$ cat src/rtl/sand_pkg.sv
// Shared types and helpers for the sand region sequencer.
// The x-start helper serves the optional SAND_ALT_OFFSET_EN grid shift.
package sand_pkg;

    typedef enum logic [2:0] {
        IDLE,
        READ,
        EVAL,
        WRITE,
        NEXT
    } sand_state_t;

    localparam int SAND_ADDR_W = 24;
    localparam int SAND_DATA_W = 16;

    // Odd frames start each row half a region in so region seams alternate.
    function automatic int row_x_start(input logic parity, input int region_w);
        return parity ? (region_w / 2) : 0;
    endfunction

endpackage

$ cat src/rtl/sand_region_addr_gen.sv
// Region position tracker: x/y, incremental row base address, edge flags, frame end.
// SAND_ALT_OFFSET_EN adds a frame parity bit that shifts the region grid on odd frames.
module sand_region_addr_gen
    import sand_pkg::*;
#(
    parameter int ROW_WORDS = 80,
    parameter int ROWS      = 480,
    parameter int REGION_W  = 2,
    parameter int ADDR_W    = SAND_ADDR_W,
    parameter int BASE_ADDR = 0
) (
    input  logic              clock,
    input  logic              reset,
    input  logic              load,
    input  logic              step,
    output logic [ADDR_W-1:0] region_addr,
    output logic              first_col,
    output logic              last_col,
    output logic              bottom,
    output logic              frame_end
);

    localparam int XW = $clog2(ROW_WORDS + 1);
    localparam int YW = $clog2(ROWS + 1);
    localparam logic [XW-1:0] X_LAST_FULL = XW'(ROW_WORDS - REGION_W);
    localparam logic [YW-1:0] Y_LAST      = YW'(ROWS - 2);

    logic [XW-1:0]     x;
    logic [XW-1:0]     x_first;
    logic [XW-1:0]     x_last;
    logic [YW-1:0]     y;
    logic [ADDR_W-1:0] row_base;
    logic              parity;

`ifdef SAND_ALT_OFFSET_EN
    always_ff @(posedge clock or posedge reset) begin
        if (reset)
            parity <= 1'b0;
        else if (frame_end)
            parity <= ~parity;
    end
`else
    assign parity = 1'b0;
`endif

    assign x_first     = XW'(row_x_start(parity, REGION_W));
    assign x_last      = X_LAST_FULL - x_first;
    assign first_col   = (x == x_first);
    assign last_col    = (x == x_last);
    assign bottom      = (y == Y_LAST);
    assign frame_end   = step && last_col && bottom;
    assign region_addr = row_base + ADDR_W'(x);

    // row_base tracks BASE_ADDR + y*ROW_WORDS by accumulation, avoiding a multiplier.
    always_ff @(posedge clock or posedge reset) begin
        if (reset) begin
            x        <= '0;
            y        <= '0;
            row_base <= '0;
        end else if (load) begin
            x        <= x_first;
            y        <= '0;
            row_base <= ADDR_W'(BASE_ADDR);
        end else if (step) begin
            if (last_col) begin
                x        <= x_first;
                y        <= y + YW'(1);
                row_base <= row_base + ADDR_W'(ROW_WORDS);
            end else begin
                x <= x + XW'(REGION_W);
            end
        end
    end

endmodule

$ cat src/rtl/sand_region_sequencer.sv
// Sweeps REGION_W x 2-row regions over an Avalon-MM SDRAM master for the physics core.
// Optional grid offset on odd frames: define SAND_ALT_OFFSET_EN.
module sand_region_sequencer
    import sand_pkg::*;
#(
    parameter int ROW_WORDS = 80,
    parameter int ROWS      = 480,
    parameter int REGION_W  = 2,
    parameter int ADDR_W    = SAND_ADDR_W,
    parameter int DATA_W    = SAND_DATA_W,
    parameter int BASE_ADDR = 0
) (
    input  logic                         clock,
    input  logic                         reset,
    input  logic                         start,
    output logic                         busy,
    output logic                         frame_done,
    output logic [ADDR_W-1:0]            mem_address,
    output logic                         mem_read,
    output logic                         mem_write,
    output logic [DATA_W-1:0]            mem_writedata,
    input  logic                         mem_waitrequest,
    input  logic                         mem_readdatavalid,
    input  logic [DATA_W-1:0]            mem_readdata,
    output logic [REGION_W*DATA_W-1:0]   phys_region,
    output logic [REGION_W*DATA_W-1:0]   phys_floor,
    output logic                         phys_valid,
    output logic                         phys_first_col,
    output logic                         phys_last_col,
    output logic                         phys_bottom,
    input  logic [REGION_W*DATA_W-1:0]   phys_new_region,
    input  logic [REGION_W*DATA_W-1:0]   phys_new_floor
);

    localparam int NW = 2 * REGION_W;
    localparam int CW = $clog2(NW + 1);
    localparam int IW = $clog2(NW);
    localparam logic [CW-1:0] ALL_WORDS = CW'(NW);
    localparam logic [CW-1:0] LAST_IDX  = CW'(NW - 1);

    sand_state_t       state, state_nxt;
    logic [CW-1:0]     rd_cnt, ret_cnt, wr_cnt;
    logic [DATA_W-1:0] rd_buf [NW];
    logic [DATA_W-1:0] wr_buf [NW];
    logic [ADDR_W-1:0] region_addr;
    logic              first_col, last_col, bottom, frame_end;
    logic              load, step, ret_last, wr_accept, wr_last;
    logic              frame_done_q;

    // Slots 0..REGION_W-1 are the region row, the rest sit one screen row below.
    function automatic logic [ADDR_W-1:0] word_offset(input logic [CW-1:0] idx);
        if (idx < CW'(REGION_W))
            return ADDR_W'(idx);
        return ADDR_W'(ROW_WORDS) + ADDR_W'(idx) - ADDR_W'(REGION_W);
    endfunction

    sand_region_addr_gen #(
        .ROW_WORDS (ROW_WORDS),
        .ROWS      (ROWS),
        .REGION_W  (REGION_W),
        .ADDR_W    (ADDR_W),
        .BASE_ADDR (BASE_ADDR)
    ) u_addr_gen (
        .clock       (clock),
        .reset       (reset),
        .load        (load),
        .step        (step),
        .region_addr (region_addr),
        .first_col   (first_col),
        .last_col    (last_col),
        .bottom      (bottom),
        .frame_end   (frame_end)
    );

    assign load      = (state == IDLE) && start;
    assign step      = (state == NEXT);
    assign ret_last  = (state == READ) && mem_readdatavalid && (ret_cnt == LAST_IDX);
    assign wr_accept = (state == WRITE) && !mem_waitrequest;
    assign wr_last   = wr_accept && (wr_cnt == LAST_IDX);

    always_ff @(posedge clock or posedge reset) begin
        if (reset)
            state <= IDLE;
        else
            state <= state_nxt;
    end

    always_comb begin
        state_nxt     = state;
        mem_read      = 1'b0;
        mem_write     = 1'b0;
        mem_address   = '0;
        mem_writedata = '0;
        phys_valid    = 1'b0;
        case (state)
            IDLE: if (start) state_nxt = READ;
            READ: begin
                if (rd_cnt != ALL_WORDS) begin
                    mem_read    = 1'b1;
                    mem_address = region_addr + word_offset(rd_cnt);
                end
                if (ret_last) state_nxt = EVAL;
            end
            EVAL: begin
                phys_valid = 1'b1;
                state_nxt  = WRITE;
            end
            WRITE: begin
                mem_write     = 1'b1;
                mem_address   = region_addr + word_offset(wr_cnt);
                mem_writedata = wr_buf[wr_cnt[IW-1:0]];
                if (wr_last) state_nxt = NEXT;
            end
            NEXT:    state_nxt = frame_end ? IDLE : READ;
            default: state_nxt = IDLE;
        endcase
    end

    // Issue and return counts run independently so reads can stay pipelined.
    always_ff @(posedge clock or posedge reset) begin
        if (reset) begin
            rd_cnt       <= '0;
            ret_cnt      <= '0;
            wr_cnt       <= '0;
            frame_done_q <= 1'b0;
            for (int k = 0; k < NW; k++) begin
                rd_buf[k] <= '0;
                wr_buf[k] <= '0;
            end
        end else begin
            frame_done_q <= frame_end;
            case (state)
                IDLE, NEXT: begin
                    rd_cnt  <= '0;
                    ret_cnt <= '0;
                    wr_cnt  <= '0;
                end
                READ: begin
                    if (mem_read && !mem_waitrequest)
                        rd_cnt <= rd_cnt + CW'(1);
                    if (mem_readdatavalid && (ret_cnt != ALL_WORDS)) begin
                        rd_buf[ret_cnt[IW-1:0]] <= mem_readdata;
                        ret_cnt                 <= ret_cnt + CW'(1);
                    end
                end
                EVAL: begin
                    for (int k = 0; k < REGION_W; k++) begin
                        wr_buf[k]            <= phys_new_region[(REGION_W-1-k)*DATA_W +: DATA_W];
                        wr_buf[REGION_W + k] <= phys_new_floor[(REGION_W-1-k)*DATA_W +: DATA_W];
                    end
                end
                WRITE: if (wr_accept) wr_cnt <= wr_cnt + CW'(1);
                default: ;
            endcase
        end
    end

    always_comb begin
        phys_region = '0;
        phys_floor  = '0;
        if (state == EVAL) begin
            for (int k = 0; k < REGION_W; k++) begin
                phys_region[(REGION_W-1-k)*DATA_W +: DATA_W] = rd_buf[k];
                phys_floor[(REGION_W-1-k)*DATA_W +: DATA_W]  = rd_buf[REGION_W + k];
            end
        end
    end

    assign phys_first_col = (state == EVAL) && first_col;
    assign phys_last_col  = (state == EVAL) && last_col;
    assign phys_bottom    = (state == EVAL) && bottom;
    assign busy           = (state != IDLE);
    assign frame_done     = frame_done_q;

endmodule

$ cat config.mk
export PLATFORM = sky130hd
export DESIGN_NAME = sand_region_sequencer
export DESIGN_NICKNAME = d
export VERILOG_FILES = /design/src/rtl/sand_pkg.sv /design/src/rtl/sand_region_addr_gen.sv /design/src/rtl/sand_region_sequencer.sv
export SDC_FILE = /design/constraint.sdc
export NUM_CORES = 1
export LEC_CHECK = 0
export ABC_AREA = 1
export BUFFER_PORTS_ARGS = -buffer_cell sky130_fd_sc_hd__buf_2
export CAP_MARGIN = 20
export CORE_MARGIN = 4
export CORE_UTILIZATION = 60
export DETAILED_ROUTE_END_ITERATION = 10
export GPL_TIMING_DRIVEN = 1
export PLACE_DENSITY = 0.86
export SYNTH_ARGS = -nofsm -noshare
export SYNTH_HDL_FRONTEND = slang
export SYNTH_HIERARCHICAL = 1
export SYNTH_SLANG_ARGS = --single-unit
export TNS_END_PERCENT = 20
$ cat constraint.sdc
create_clock -name clock -period 12.4 [get_ports clock]
set_input_delay 1.86 -clock clock [delete_from_list [all_inputs] [get_ports clock]]
set_output_delay 1.86 -clock clock [all_outputs]
set_load 0.05 [all_outputs]
==> reports/qor.yml <==
status:
  outcome: "completed"
critical_path:
  cpMostUsedCell: "nand2_1"
  cp-end-kind: "output port"
  crit_fanout: 9
  cp.buffers_inverters: 1
  path_cells: "ha_1 > a21o_1 > nand2_1 > nand2_1 > nand2_1 > nor2_1 > nor2_1 > nor2_1 > nand2_1 > nor2_1 > nand3_1 > nand2_1 > a21oi_1 > o21ai_0 > buf_2"
  cp_data_required_time_ns: 10.54
  cp-start-kind: "flip-flop"
  critical-path-slowest-cell: "nor2_1"
  critPathMaxStageDelay_ns: 0.47
  cpLargestDelayFamily: "simple AND/OR/NAND/NOR gates"
  cp_data_arrival_time_ns: 3.73
  setup.reg_to_reg.worst_slack_ns: 9.65
  path_class: "reg2out"
clocking:
  cts_tree: "yes"
  hold_buffers: 0
  clk_latency_ns: 0.44
  cts_resized: 0
  clk_pin_slew_worst_paths_ns: 0.07
  clk_path_buf_depth: 2
  htreeDepth: 4
  clockRootBuffer: "clkbuf_16"
  clock_sinks: 176
  cts_made_buffers: 17
  post_cts_buffers: 0
power:
  powerDensity_mw_per_mm2: 194
  power.total_mw: 2.44
  ir_worst_vdd_mv: 0.152
  p_leak_nw: 6.84
floorplan:
  rows: 49
  initial_core_util_pct: 61.1
  die-height_um: 143
  io_pins: 197
  coreArea_mm2: 0.0180
  fp.dieW_um: 143
  die_area_mm2: 0.0205
route:
  vias_per_cell: 5.43
  drc_errors: 0
  vias: 10853
  wl_per_cell_um: 14.8
  drt_iter0_drc: 990
  ant_nets: 0
  drt-total-wl_mm: 29.6
  firstDrtPassIters: 6
synthesis:
  synth_top_area_share_pct: 40.1
  synth_cell_types: 48
  syn_inst: 1597
  yosysWarnings: 6
  synthTopCellsByArea: "dfrtp_1 (40%), nand2_1 (17%), inv_1 (7.1%), nor2_1 (6.8%), o21ai_0 (6.3%)"
  ys_ff_latch: 176
  yosysSeqAreaShare_pct: 40.1
  postSynthAreaPerCell_um2: 6.88
  syn_nets: 1711
  async_reset_ff_share_pct: 100
  synth_most_common_cell: "nand2_1"
  syn_area_mm2: 0.0110
  synth_ff_type: "dfrtp_1"
  synth_edf_count: 0
  synth_common_cells: "nand2_1 (493), inv_1 (208), nor2_1 (199)"
  synth_top_area_cell: "dfrtp_1"
place:
  gp_congestion: 0.946
  dp_hpwl_mm: 21.1
  port_buffers: 196
  preCtsSetupSlack_ns: 7.30
run:
  maxCapViolations: 0
cells_and_area:
  fillers: 1427
  multi_input_area_mm2: 0.00543
  seqCellArea_mm2: 0.00440
  drive_gt1_share_pct: 16.3
  num_antenna_cells: 0
  nNetsFinal: 1869
  area_growth_pct: 14.8
global_routing:
  grt_max_degree: 117
  grt_overflow: 0
  grt_use_total_pct: 29.6
  grt_first_pass_wirelength_mm: 49.5
  met3_usage_pct: 5.16
  use_met2_pct: 49.4
  grt_pass1_vias: 10568
  busiest_layer: "met2"
  antenna_found_initial: 1
  met1_usage_pct: 38.8
worst_hold_path:
  hold_class: "reg2reg"
timing:
  fin_crit_sh_pct: 45.1
  finalSetupViolCount: 0
  worst_slack_ns: 6.81
  skew_ns: 0.0123
  fin_setup_tns_ns: 0
  timing.final.hold_violations: 0
  rsz0062_at_grt: "false"
  min_period_ns: 5.59
  relSlewSlack_pct: 40.7
  slew_violations: 0
  worst_pin_slew_ns: 0.888
  max_clock_freq_mhz: 179
cells in the final DEF (no fill, tap or decap), types with 2 or more instances in the layout:
cell type,instances
nor3_1,8
o22ai_1,2
xor2_1,22
a31oi_1,2
inv_6,4
o21ai_1,6
o31ai_1,4
o211ai_1,15
nand2_4,6
dfrtp_1,176
clkinv_4,2
nor2_4,5
buf_4,7
nand2_2,10
fa_1,2
clkinv_8,3
o21ai_0,139
nand3b_1,3
xnor2_1,4
nor2_2,9
and2_1,2
buf_2,196
nand3_2,4
nand3_1,99
ha_1,27
a21oi_1,38
nor2_1,199
inv_1,207
inv_8,6
nand4_1,18
nand3_4,2
clkbuf_16,17
nand2_1,492
inv_2,7
or2_2,5
nor4_1,4
or2_0,2
state kept, by name, indices dropped and copies added (netlist names):
| name | count |
|---|---|
| u_addr_gen/x | 6 |
| state | 3 |
| rd_buf | 64 |
| u_addr_gen/row_base | 20 |
| wr_buf | 64 |
| wr_cnt | 3 |
| rd_cnt | 3 |
| frame_done | 1 |
| u_addr_gen/y | 9 |
| ret_cnt | 3 |
final timing paths:
| check | to | startpoint | cells after the start |
|---|---|---|---|
| worst max-delay path | mem_address[20] | u_addr_gen/x[5] | 15 |
| worst min-delay path | wr_buf[15] | wr_buf[15] | 2 |
| worst max register to register | u_addr_gen/y[3] | state[1] | 8 |
| worst min register to register | wr_buf[15] | wr_buf[15] | 2 |
| max in group asynchronous | wr_buf[29] | reset | 3 |
| min in group asynchronous | u_addr_gen/y[4] | reset | 3 |
worst reg2reg max path, stage by stage, from the launching register on:
cell	delay, ns
dfrtp_1	0.42
nor2_1	0.21
nand2_1	0.14
nor2_1	0.50
inv_2	0.40
nand2_4	0.41
inv_1	0.31
nand2_1	0.14
o31ai_1	0.08
power by group:
part / leakage, nW / internal [mW] / switching (mW)
clock: 0.289 / 0.272 / 0.259
combinational: 4.29 / 0.277 / 0.726
sequential: 2.25 / 0.791 / 0.120
total: 6.84 / 1.34 / 1.10
kinds of logic after synthesis:
family	share of synthesized area, %
multiplexers	0.0912
XOR/XNOR	2.07
AND/OR/NAND/NOR	33.6
buffers and inverters	10.5
other	0.0341
flip-flops	40.1
adder cells (fa/ha/maj)	3.44
AO/OA/AOI/OAI	10.2
per-layer routing:
layer / wire length [µm] / vias to the layer above / share of wire [%]
li1: - / 5289 / -
met1: 12200 / 4991 / 41
met2: 14300 / 479 / 48
met3: 2080 / 92 / 7.0
met4: 981 / 2 / 3.3
met5: 7 / - / 0.024
cell type report:
cell class,count,share of cell area (%)
clock buffer,18,3.41
inverter,217,6.52
sequential,176,34.9
clock inverter,14,1.27
multi-input combinational,1138,43.1
timing repair buffer,205,8.51
tap,229,2.27
stage by stage:
| stage | utilization, % | cell area (µm²) | instances | hold WS, ns |
|---|---|---|---|---|
| finish | 70.2 | 12600 | 1997 | 0.481 |
| global route | 70.2 | 12600 | 1997 | 0.499 |
| CTS | 69.9 | 12600 | 1995 | 0.480 |
| detailed placement | 66.7 | 12000 | 1963 | 0.460 |
| global placement | 66.7 | 12000 | 1963 | 0.456 |
| floorplan | - | 11000 | 1597 | 0.444 |
(Power assumes the default switching activity.)
